### src/rtl/multicycle_ctrl_if.sv
// Control bundle between the multi-cycle controller (master) and the CPU datapath (slave).
// The controller drives every strobe; the datapath returns IR fields, ALU flags and mem_ready.
interface multicycle_ctrl_if #(
  parameter int ALU_W = 3
);
  logic [5:0]       OP;
  logic [5:0]       FUNCT;
  logic             zero;
  logic             overflow;
  logic             mem_ready;

  logic             PCWr;
  logic [1:0]       PCsrc;
  logic             IorD;
  logic             MemRd;
  logic             MemWr;
  logic             IRWr;
  logic             RegWr;
  logic [1:0]       RegDst;
  logic [1:0]       MemToReg;
  logic             ALUsrcA;
  logic [1:0]       ALUsrcB;
  logic [ALU_W-1:0] ALUctrl;
  logic             trap;
  logic [2:0]       state;

  // Memory handshake: MemRd/MemWr is a request held high until the cycle in which
  // mem_ready is also high; that cycle completes the transfer. mem_ready is ignored
  // whenever no request is outstanding.
  modport master (
    input  OP, FUNCT, zero, overflow, mem_ready,
    output PCWr, PCsrc, IorD, MemRd, MemWr, IRWr, RegWr, RegDst, MemToReg,
           ALUsrcA, ALUsrcB, ALUctrl, trap, state
  );

  modport slave (
    output OP, FUNCT, zero, overflow, mem_ready,
    input  PCWr, PCsrc, IorD, MemRd, MemWr, IRWr, RegWr, RegDst, MemToReg,
           ALUsrcA, ALUsrcB, ALUctrl, trap, state
  );
endinterface

### src/rtl/multicycle_ctrl.sv
// Multi-cycle MIPS-subset control FSM: FETCH/DECODE/EXEC/MEM/WB over a shared ALU and
// memory port, with a sticky TRAP for illegal opcodes, arithmetic overflow and memory timeout.
module multicycle_ctrl #(
  parameter int ALU_W       = 3,
  parameter int MEM_TIMEOUT = 15
) (
  input  logic            clk,
  input  logic            reset,
  multicycle_ctrl_if.master bus
);

  localparam int CNT_W = $clog2(MEM_TIMEOUT + 1);

  localparam logic [ALU_W-1:0] ALU_ADD = ALU_W'(0);
  localparam logic [ALU_W-1:0] ALU_SUB = ALU_W'(1);
  localparam logic [ALU_W-1:0] ALU_XOR = ALU_W'(2);
  localparam logic [ALU_W-1:0] ALU_SLT = ALU_W'(3);

  localparam logic [5:0] OP_RTYPE = 6'h00;
  localparam logic [5:0] OP_J     = 6'h02;
  localparam logic [5:0] OP_JAL   = 6'h03;
  localparam logic [5:0] OP_BEQ   = 6'h04;
  localparam logic [5:0] OP_BNE   = 6'h05;
  localparam logic [5:0] OP_ADDI  = 6'h08;
  localparam logic [5:0] OP_XORI  = 6'h0e;
  localparam logic [5:0] OP_LW    = 6'h23;
  localparam logic [5:0] OP_SW    = 6'h2b;

  localparam logic [5:0] FN_JR  = 6'h08;
  localparam logic [5:0] FN_ADD = 6'h20;
  localparam logic [5:0] FN_SUB = 6'h22;
  localparam logic [5:0] FN_SLT = 6'h2a;

  typedef enum logic [2:0] {
    FETCH  = 3'd0,
    DECODE = 3'd1,
    EXEC   = 3'd2,
    MEM    = 3'd3,
    WB     = 3'd4,
    TRAP   = 3'd7
  } state_t;

  state_t           stateQ;
  state_t           stateNext;
  logic [CNT_W-1:0] waitCnt;
  logic [CNT_W-1:0] waitCntNext;

  logic isRtype;
  logic isJr;
  logic isRArith;
  logic isAddi;
  logic isXori;
  logic isLw;
  logic isSw;
  logic isBeq;
  logic isBne;
  logic ovfChecked;
  logic timeoutHit;

  assign isRtype    = (bus.OP == OP_RTYPE);
  assign isJr       = isRtype && (bus.FUNCT == FN_JR);
  assign isRArith   = isRtype && ((bus.FUNCT == FN_ADD) || (bus.FUNCT == FN_SUB) ||
                                  (bus.FUNCT == FN_SLT));
  assign isAddi     = (bus.OP == OP_ADDI);
  assign isXori     = (bus.OP == OP_XORI);
  assign isLw       = (bus.OP == OP_LW);
  assign isSw       = (bus.OP == OP_SW);
  assign isBeq      = (bus.OP == OP_BEQ);
  assign isBne      = (bus.OP == OP_BNE);
  // SLT and XORI cannot overflow architecturally, so their flag is ignored.
  assign ovfChecked = isAddi ||
                      (isRtype && ((bus.FUNCT == FN_ADD) || (bus.FUNCT == FN_SUB)));
  // waitCnt holds the number of earlier wait cycles; this cycle would be the last allowed.
  assign timeoutHit = (waitCnt == CNT_W'(MEM_TIMEOUT - 1));

  assign bus.state = stateQ;

  always_ff @(posedge clk) begin
    if (reset) begin
      stateQ  <= FETCH;
      waitCnt <= '0;
    end else begin
      stateQ  <= stateNext;
      waitCnt <= waitCntNext;
    end
  end

  always_comb begin
    waitCntNext = '0;
    if ((stateNext == stateQ) && ((stateQ == FETCH) || (stateQ == MEM)) && !bus.mem_ready) begin
      waitCntNext = waitCnt + 1'b1;
    end
  end

  always_comb begin
    stateNext    = stateQ;
    bus.PCWr     = 1'b0;
    bus.PCsrc    = 2'd0;
    bus.IorD     = 1'b0;
    bus.MemRd    = 1'b0;
    bus.MemWr    = 1'b0;
    bus.IRWr     = 1'b0;
    bus.RegWr    = 1'b0;
    bus.RegDst   = 2'd0;
    bus.MemToReg = 2'd0;
    bus.ALUsrcA  = 1'b0;
    bus.ALUsrcB  = 2'd0;
    bus.ALUctrl  = ALU_ADD;
    bus.trap     = 1'b0;

    case (stateQ)
      FETCH: begin
        bus.MemRd   = 1'b1;
        bus.IorD    = 1'b0;
        bus.ALUsrcA = 1'b0;
        bus.ALUsrcB = 2'd1;
        bus.ALUctrl = ALU_ADD;
        if (bus.mem_ready) begin
          bus.IRWr  = 1'b1;
          bus.PCWr  = 1'b1;
          bus.PCsrc = 2'd0;
          stateNext = DECODE;
        end else if (timeoutHit) begin
          stateNext = TRAP;
        end
      end

      DECODE: begin
        // ALU computes PC + sext(imm)<<2 so ALUOut holds the branch target for EXEC.
        bus.ALUsrcA = 1'b0;
        bus.ALUsrcB = 2'd3;
        bus.ALUctrl = ALU_ADD;
        if (bus.OP == OP_J) begin
          bus.PCWr  = 1'b1;
          bus.PCsrc = 2'd2;
          stateNext = FETCH;
        end else if (bus.OP == OP_JAL) begin
          bus.PCWr     = 1'b1;
          bus.PCsrc    = 2'd2;
          bus.RegWr    = 1'b1;
          bus.RegDst   = 2'd2;
          bus.MemToReg = 2'd2;
          stateNext    = FETCH;
        end else if (isJr) begin
          bus.PCWr  = 1'b1;
          bus.PCsrc = 2'd3;
          stateNext = FETCH;
        end else if (isRArith || isAddi || isXori || isLw || isSw || isBeq || isBne) begin
          stateNext = EXEC;
        end else begin
          stateNext = TRAP;
        end
      end

      EXEC: begin
        bus.ALUsrcA = 1'b1;
        if (isRArith) begin
          bus.ALUsrcB = 2'd0;
          case (bus.FUNCT)
            FN_SUB:  bus.ALUctrl = ALU_SUB;
            FN_SLT:  bus.ALUctrl = ALU_SLT;
            default: bus.ALUctrl = ALU_ADD;
          endcase
          stateNext = (ovfChecked && bus.overflow) ? TRAP : WB;
        end else if (isAddi) begin
          bus.ALUsrcB = 2'd2;
          bus.ALUctrl = ALU_ADD;
          stateNext   = bus.overflow ? TRAP : WB;
        end else if (isXori) begin
          bus.ALUsrcB = 2'd2;
          bus.ALUctrl = ALU_XOR;
          stateNext   = WB;
        end else if (isLw || isSw) begin
          bus.ALUsrcB = 2'd2;
          bus.ALUctrl = ALU_ADD;
          stateNext   = MEM;
        end else if (isBeq || isBne) begin
          bus.ALUsrcB = 2'd0;
          bus.ALUctrl = ALU_SUB;
          bus.PCsrc   = 2'd1;
          bus.PCWr    = isBeq ? bus.zero : !bus.zero;
          stateNext   = FETCH;
        end else begin
          stateNext = TRAP;
        end
      end

      MEM: begin
        bus.IorD  = 1'b1;
        bus.MemRd = isLw;
        bus.MemWr = isSw;
        if (!(isLw || isSw)) begin
          stateNext = TRAP;
        end else if (bus.mem_ready) begin
          stateNext = isLw ? WB : FETCH;
        end else if (timeoutHit) begin
          stateNext = TRAP;
        end
      end

      WB: begin
        bus.RegWr    = 1'b1;
        bus.RegDst   = isRtype ? 2'd1 : 2'd0;
        bus.MemToReg = isLw ? 2'd1 : 2'd0;
        stateNext    = FETCH;
      end

      TRAP: begin
        bus.trap = 1'b1;
      end

      default: begin
        stateNext = TRAP;
      end
    endcase

    // Reset squashes every side effect in the cycle it is seen, including a held MemWr.
    if (reset) begin
      bus.PCWr     = 1'b0;
      bus.PCsrc    = 2'd0;
      bus.IorD     = 1'b0;
      bus.MemRd    = 1'b0;
      bus.MemWr    = 1'b0;
      bus.IRWr     = 1'b0;
      bus.RegWr    = 1'b0;
      bus.RegDst   = 2'd0;
      bus.MemToReg = 2'd0;
      bus.ALUsrcA  = 1'b0;
      bus.ALUsrcB  = 2'd0;
      bus.ALUctrl  = ALU_ADD;
      bus.trap     = 1'b0;
    end
  end

endmodule

### src/flat_wrapper.sv
// flat-port wrapper written by rule: the top's interface ports become plain ports
module multicycle_ctrl_flat 
#(
  parameter int ALU_W       = 3,
  parameter int MEM_TIMEOUT = 15
)
  (clk, reset, bus_OP, bus_FUNCT, bus_zero, bus_overflow, bus_mem_ready, bus_PCWr, bus_PCsrc, bus_IorD, bus_MemRd, bus_MemWr, bus_IRWr, bus_RegWr, bus_RegDst, bus_MemToReg, bus_ALUsrcA, bus_ALUsrcB, bus_ALUctrl, bus_trap, bus_state);
  multicycle_ctrl_if #(.ALU_W(ALU_W)) bus_i ();
  input  logic clk;
  input  logic reset;
  input wire logic [$bits(bus_i.OP)-1:0] bus_OP;
  input wire logic [$bits(bus_i.FUNCT)-1:0] bus_FUNCT;
  input wire logic [$bits(bus_i.zero)-1:0] bus_zero;
  input wire logic [$bits(bus_i.overflow)-1:0] bus_overflow;
  input wire logic [$bits(bus_i.mem_ready)-1:0] bus_mem_ready;
  output wire logic [$bits(bus_i.PCWr)-1:0] bus_PCWr;
  output wire logic [$bits(bus_i.PCsrc)-1:0] bus_PCsrc;
  output wire logic [$bits(bus_i.IorD)-1:0] bus_IorD;
  output wire logic [$bits(bus_i.MemRd)-1:0] bus_MemRd;
  output wire logic [$bits(bus_i.MemWr)-1:0] bus_MemWr;
  output wire logic [$bits(bus_i.IRWr)-1:0] bus_IRWr;
  output wire logic [$bits(bus_i.RegWr)-1:0] bus_RegWr;
  output wire logic [$bits(bus_i.RegDst)-1:0] bus_RegDst;
  output wire logic [$bits(bus_i.MemToReg)-1:0] bus_MemToReg;
  output wire logic [$bits(bus_i.ALUsrcA)-1:0] bus_ALUsrcA;
  output wire logic [$bits(bus_i.ALUsrcB)-1:0] bus_ALUsrcB;
  output wire logic [$bits(bus_i.ALUctrl)-1:0] bus_ALUctrl;
  output wire logic [$bits(bus_i.trap)-1:0] bus_trap;
  output wire logic [$bits(bus_i.state)-1:0] bus_state;
  assign bus_i.OP = bus_OP;
  assign bus_i.FUNCT = bus_FUNCT;
  assign bus_i.zero = bus_zero;
  assign bus_i.overflow = bus_overflow;
  assign bus_i.mem_ready = bus_mem_ready;
  assign bus_PCWr = bus_i.PCWr;
  assign bus_PCsrc = bus_i.PCsrc;
  assign bus_IorD = bus_i.IorD;
  assign bus_MemRd = bus_i.MemRd;
  assign bus_MemWr = bus_i.MemWr;
  assign bus_IRWr = bus_i.IRWr;
  assign bus_RegWr = bus_i.RegWr;
  assign bus_RegDst = bus_i.RegDst;
  assign bus_MemToReg = bus_i.MemToReg;
  assign bus_ALUsrcA = bus_i.ALUsrcA;
  assign bus_ALUsrcB = bus_i.ALUsrcB;
  assign bus_ALUctrl = bus_i.ALUctrl;
  assign bus_trap = bus_i.trap;
  assign bus_state = bus_i.state;
  multicycle_ctrl #(.ALU_W(ALU_W), .MEM_TIMEOUT(MEM_TIMEOUT)) u_core (.clk(clk), .reset(reset), .bus(bus_i));
endmodule
### config.mk
export PLATFORM = sky130hd
export DESIGN_NAME = multicycle_ctrl_flat
export DESIGN_NICKNAME = d
export VERILOG_FILES = /design/src/rtl/multicycle_ctrl_if.sv /design/src/rtl/multicycle_ctrl.sv /design/src/flat_wrapper.sv
export SDC_FILE = /design/constraint.sdc
export NUM_CORES = 1
export LEC_CHECK = 0
export ABC_AREA = 1
export CORE_UTILIZATION = 30
export DETAILED_ROUTE_END_ITERATION = 10
export PLACE_DENSITY = 0.73
export SYNTH_ARGS = -nofsm -noshare
export SYNTH_HDL_FRONTEND = slang
export SYNTH_SLANG_ARGS = --single-unit
### constraint.sdc
create_clock -name clk -period 2.8 [get_ports clk]
set_input_delay 0.56 -clock clk [delete_from_list [all_inputs] [get_ports clk]]
set_output_delay 0.56 -clock clk [all_outputs]
set_load 0.02 [all_outputs]
==> Yosys cells after proc, flatten, opt, wreduce, memory -nomap -nowiden <==
Index checks and enable logic that the tools add are counted.
{ "word_totals": {"input_bits": 17, "reg_bits": 7} }
{ "classes": {"add_sub_neg": 1, "eq_ne": 19, "muxes": 77, "n_reduce_logical": 23, "bitwise": 1} }
{ "op_table": {"columns": ["cell", "count"], "rows": [
  ["2-to-1 mux 3 bit", 20],
  ["2-to-1 mux 2 bit", 19],
  ["== test 6 bit (second input constant)", 5],
  ["2-to-1 mux 1 bit", 29],
  ["== test 6 x 4 -> 1 bit (second input constant)", 3],
  ["case mux 3 bit (6 select lines)", 1],
  ["case mux 2 bit (2 select lines)", 4],
  ["== test 6 x 2 -> 1 bit (second input constant)", 2],
  ["== test 6 x 3 -> 1 bit (second input constant)", 2],
  ["logical OR 1 bit", 12],
  ["== test 3 x 2 -> 1 bit (second input constant)", 2],
  ["== test 3 bit (second input constant)", 2],
  ["logical AND 1 bit", 6],
  ["logical NOT 6 bit", 1],
  ["case mux 2 bit (3 select lines)", 1],
  ["adder 4 x 1 -> 4 bit (second input constant)", 1],
  ["== test 4 bit (second input constant)", 1],
  ["case mux 1 bit (2 select lines)", 2],
  ["== test 3 x 1 -> 1 bit (second input constant)", 1],
  ["== test 3 bit", 1],
  ["logical NOT 3 bit", 1],
  ["case mux 1 bit (3 select lines)", 1],
  ["logical NOT 1 bit", 2],
  ["OR reduction 2 bit", 1],
  ["inverter 1 bit", 1]
]} }

==> Longest topological paths before layout <==
Gate-level depths: netlist (run 1).
{ "logic_depth": {"depth_word": 20, "ltp_mapped": 11, "depth_no_buf": 11} }

==> Worst setup path before layout (run 1) <==
OpenSTA, ideal clock, no wires.
{ "synth_timing": {"path_kind": "in2out", "start": "input port reset", "end": "output port bus_ALUctrl[0]", "arrival_time_ns": 1.622, "cell_stages": 6, "slack_ns": 0.618, "path_buffers": 1, "cell_sequence": "clkbuf_1 -> inv_1 -> nand2_1 -> inv_1 -> nand4_1 -> o21ai_1"} }
{ "synth_between": {"elab_chain_len": 1} }
{ "synth_lines": {"columns": ["item", "line_no", "rtl"], "rows": [
  ["start: declaration", "flat_wrapper.sv:10", "input logic reset;"],
  ["2-to-1 mux 3 bit", "multicycle_ctrl.sv:218", "if (reset) begin"],
  ["end: declaration", "flat_wrapper.sv:27", "output wire logic [$bits(bus_i.ALUctrl)-1:0] bus_ALUctrl;"]
]} }
Every way passes these cells.

==> Worst setup path in the final report (run 1) <==
{ "layout_timing": {"start": "input port bus_OP[2]", "end": "output port bus_PCWr"} }
{ "layout_between": {"elab_chain_len": 9, "word_cells_on_any_way": 24, "cone_classes": "8 x eq/ne; 11 x mux; 5 x reduce/logical"} }
{ "layout_lines": {"columns": ["item", "line_no", "rtl"], "rows": [
  ["start: declaration", "flat_wrapper.sv:11", "input wire logic [$bits(bus_i.OP)-1:0] bus_OP;"],
  ["== test 6 x 3 -> 1 bit, on equally long branches", "multicycle_ctrl.sv:68, multicycle_ctrl.sv:69", null],
  ["2-to-1 mux 1 bit / logical OR 1 bit (equally long branches)", "multicycle_ctrl.sv:181, multicycle_ctrl.sv:177", null],
  ["2-to-1 mux 1 bit", "multicycle_ctrl.sv:177", "end else if (isBeq || isBne) begin"],
  ["2-to-1 mux 1 bit", "multicycle_ctrl.sv:173", "end else if (isLw || isSw) begin"],
  ["2-to-1 mux 1 bit", "multicycle_ctrl.sv:169", "end else if (isXori) begin"],
  ["2-to-1 mux 1 bit", "multicycle_ctrl.sv:165", "end else if (isAddi) begin"],
  ["2-to-1 mux 1 bit", "multicycle_ctrl.sv:157", "if (isRArith) begin"],
  ["case mux 1 bit (3 select lines) (*)", "multicycle_ctrl.sv:111", "case (stateQ)"],
  ["2-to-1 mux 1 bit (*)", "multicycle_ctrl.sv:218", null],
  ["end: declaration", "flat_wrapper.sv:16", "output wire logic [$bits(bus_i.PCWr)-1:0] bus_PCWr;"]
]} }
Mark *: on every way between the ends. The rest lies on a longest branch, timed or not.

==> results of run 1 <==
-- state kept, by name, summed over array words and instances, names as in the netlist --
signal / count
u_core.bus.state: 3
u_core.waitCnt: 4
-- worst max path at each step --
stage                           endpoint  slack, ns  depth (start not counted)
after floorplan           bus_ALUctrl[0]       0.62                          6
after global placement    bus_ALUctrl[0]      -0.23                          9
after CTS                 bus_ALUctrl[0]       0.04                          9
final                           bus_PCWr       0.09                         11
after global routing            bus_PCWr      -0.03                         11
after detailed placement  bus_ALUctrl[0]      -0.23                          9
-- cell usage in the layout, fill, tap and decap left out, drive strengths merged --
cell / netlist / final
a21oi: 4 / 4
o21a: 1 / 1
nand4: 4 / 4
inv: 31 / 31
clkdlybuf4s15: 0 / 1
clkbuf: 1 / 6
xor2: 2 / 2
conb: 1 / 1
o21ai: 8 / 8
nor3: 8 / 8
xnor2: 1 / 1
dfxtp: 7 / 7
ha: 2 / 2
nand2: 30 / 30
clkdlybuf4s50: 0 / 24
nand3: 15 / 15
nor2: 35 / 35
buf: 2 / 22
a211oi: 2 / 2
dlygate4sd2: 0 / 10
nand3b: 2 / 2
-- layer usage --
metal,wire length (um),track usage (%),vias up
li1,-,-,607
met1,1210,20.7,494
met2,1140,28.4,32
met3,127,2.11,4
met4,33,8.21,0
met5,0,0,-
-- cells by family (layout without fill, tap and decap cells) --
logic type / Yosys count / in the layout / share of synthesized area (%)
xor gates and xnor gates: 3 / 3 / 3.05
AOI/OAI and AO/OA: 15 / 15 / 10.0
buffers and inverters: 34 / 94 / 15.7
other: 1 / 1 / 0.436
DFF: 7 / 7 / 16.3
and+or+nand+nor: 94 / 94 / 51.6
adders and majority gates: 2 / 2 / 2.91
-- worst max-delay path: cells and delay by family --
family	cells	cell delay [ns]
buffers and inverters	3	0.83
and+or+nand+nor	8	0.76
-- metrics by stage --
stage	setup WS, ns	cell area (um2)	instances
floorplan	0.618	861	156
global placement	-0.232	1420	243
detailed placement	-0.227	1420	243
CTS	0.0430	1430	247
global route	-0.0278	1430	247
finish	0.0899	1430	247
-- final cells by class --
cell class	count	area [um2]
timing repair buffer	59	513
multi-input combinational	115	591
clock buffer	4	26.3
sequential	7	140
tap	31	38.8
fill	288	1310
inverter	31	116
-- where the power goes --
part | total, uW | switching, uW | internal [uW]
logic | 406 | 237 | 169
registers | 154 | 32.9 | 121
clock network | 91.1 | 36.7 | 54.3
total | 651 | 306 | 344
==> qor.yml, run 1 <==
post_cts_buffers: 0
yosys.cell_types.count: 25
wl_um: 2520
die_h_um: 55.6
ios: 39
status: "completed"
final_util_pct: 52.1
critPathCaptureType: "output port"
core_um2: 2730
grt_first_pass_wirelength_um: 4210
r2r_start: "u_core.bus.state[0]"
seq_area_frac_synth_pct: 16.3
final_nets: 236
synth_seq_cells: 7
drc: 0
cp-startpoint: "bus_OP[2]"
reg2reg_depth: 9
wl_per_cell_um: 10.2
cts_resized: 13
drt-pass1-iter-count: 4
hold_path_end: "u_core.waitCnt[0]"
vias: 1137
synth_top_flop_cell: "dfxtp_1"
drt_iter0_drc: 26
cts_sinks: 7
numCtsBuffers: 3
hold_ws_ns: 0.456
synth_fp_nets: 175
via_per_inst: 4.60
grt_setup_unrepaired: "yes"
hold_viol: 0
hold_buffers: 0
dp_hpwl_um: 2130
path_class: "in2out"
worstHoldPathType: "reg2reg"
port_buffers: 37
whs_path_depth: 1
grt-ovfl-total: 0
worst-path-max-fanout: 5
antenna_found_initial: 0
synth_cells: 156
netlist.area_leader.share_pct: 16.3
syn_avg_cell_area_um2: 5.52
fp-row-count: 19
drive_gt1_share_pct: 21.8
finalPower_uw: 651
r2r_end: "u_core.waitCnt[3]"
slowest_delay_ns: 0.50
netlist_area_um2: 861
fp.dieArea_um2: 3090
synth-edff-count: 0
setup_tns_ns: 0
root_buffer: "clkbuf_4"
clockBufferDepth: 2
setup_viol: 0
worstPathCellList: "clkdlybuf4s50_1, nor2_2, nand2_1, nor2_2, nand2_1, nand2_1, nand2_1, nand3_1, nand2_1, inv_1, clkdlybuf4s15_1"
min_from: "u_core.waitCnt[0]"
n_antenna_cell: 0
clk_latency_ns: 0.25
cp_common_cell: "nand2_1"
period_needed_ns: 2.71
worstPathRequired_ns: 2.24
die_w_um: 55.6
synth_commonest_cells: "29 x nand2_1, 28 x nor2_1, 25 x inv_1"
initial_core_util_pct: 31.5
cp-start-kind: "primary input"
grt_max_degree: 10
grt_pass1_vias: 1070
clk_pin_slew_ns: 0.05
syn_to_final_growth_pct: 65.6
fin_crit_sh_pct: 96.8
r2r_slack_ns: 1.27
clock_skew_ns: 0.00264
worst_path_max_delay_cell: "clkdlybuf4s50_1"
ir_drop_mv: 0.478
p_leak_uw: 0.000724
htree_num_levels: 1
synth_top_cell_by_area: "dfxtp_1"
ys_warn_count: 0
track_usage_pct: 16.7
gp_congestion: 0.887
drv_slew: 0
synth_most_common_cell: "nand2_1"
max_freq_mhz: 369
cts_tree: "yes"
synth_async_sr_flop_share_pct: 0
power_density_nw_per_um2: 457
ant_nets: 0
max-cap-violations: 0
arrival_ns: 2.15
synthTopCellsByArea: "dfxtp_1 16%, nand2_1 13%, nor2_1 12%"
Power figures use the tool's default switching activity.
==> inputs of run 2 (changes only) <==
--- a/config.mk
+++ b/config.mk
@@ -9,6 +9,7 @@
 export CORE_UTILIZATION = 30
 export DETAILED_ROUTE_END_ITERATION = 10
 export PLACE_DENSITY = 0.73
+export SLEW_MARGIN = 20
 export SYNTH_ARGS = -nofsm -noshare
 export SYNTH_HDL_FRONTEND = slang
 export SYNTH_SLANG_ARGS = --single-unit
==> results of run 2 <==
Final layout, timing and power as in run 1 (identical DEF).
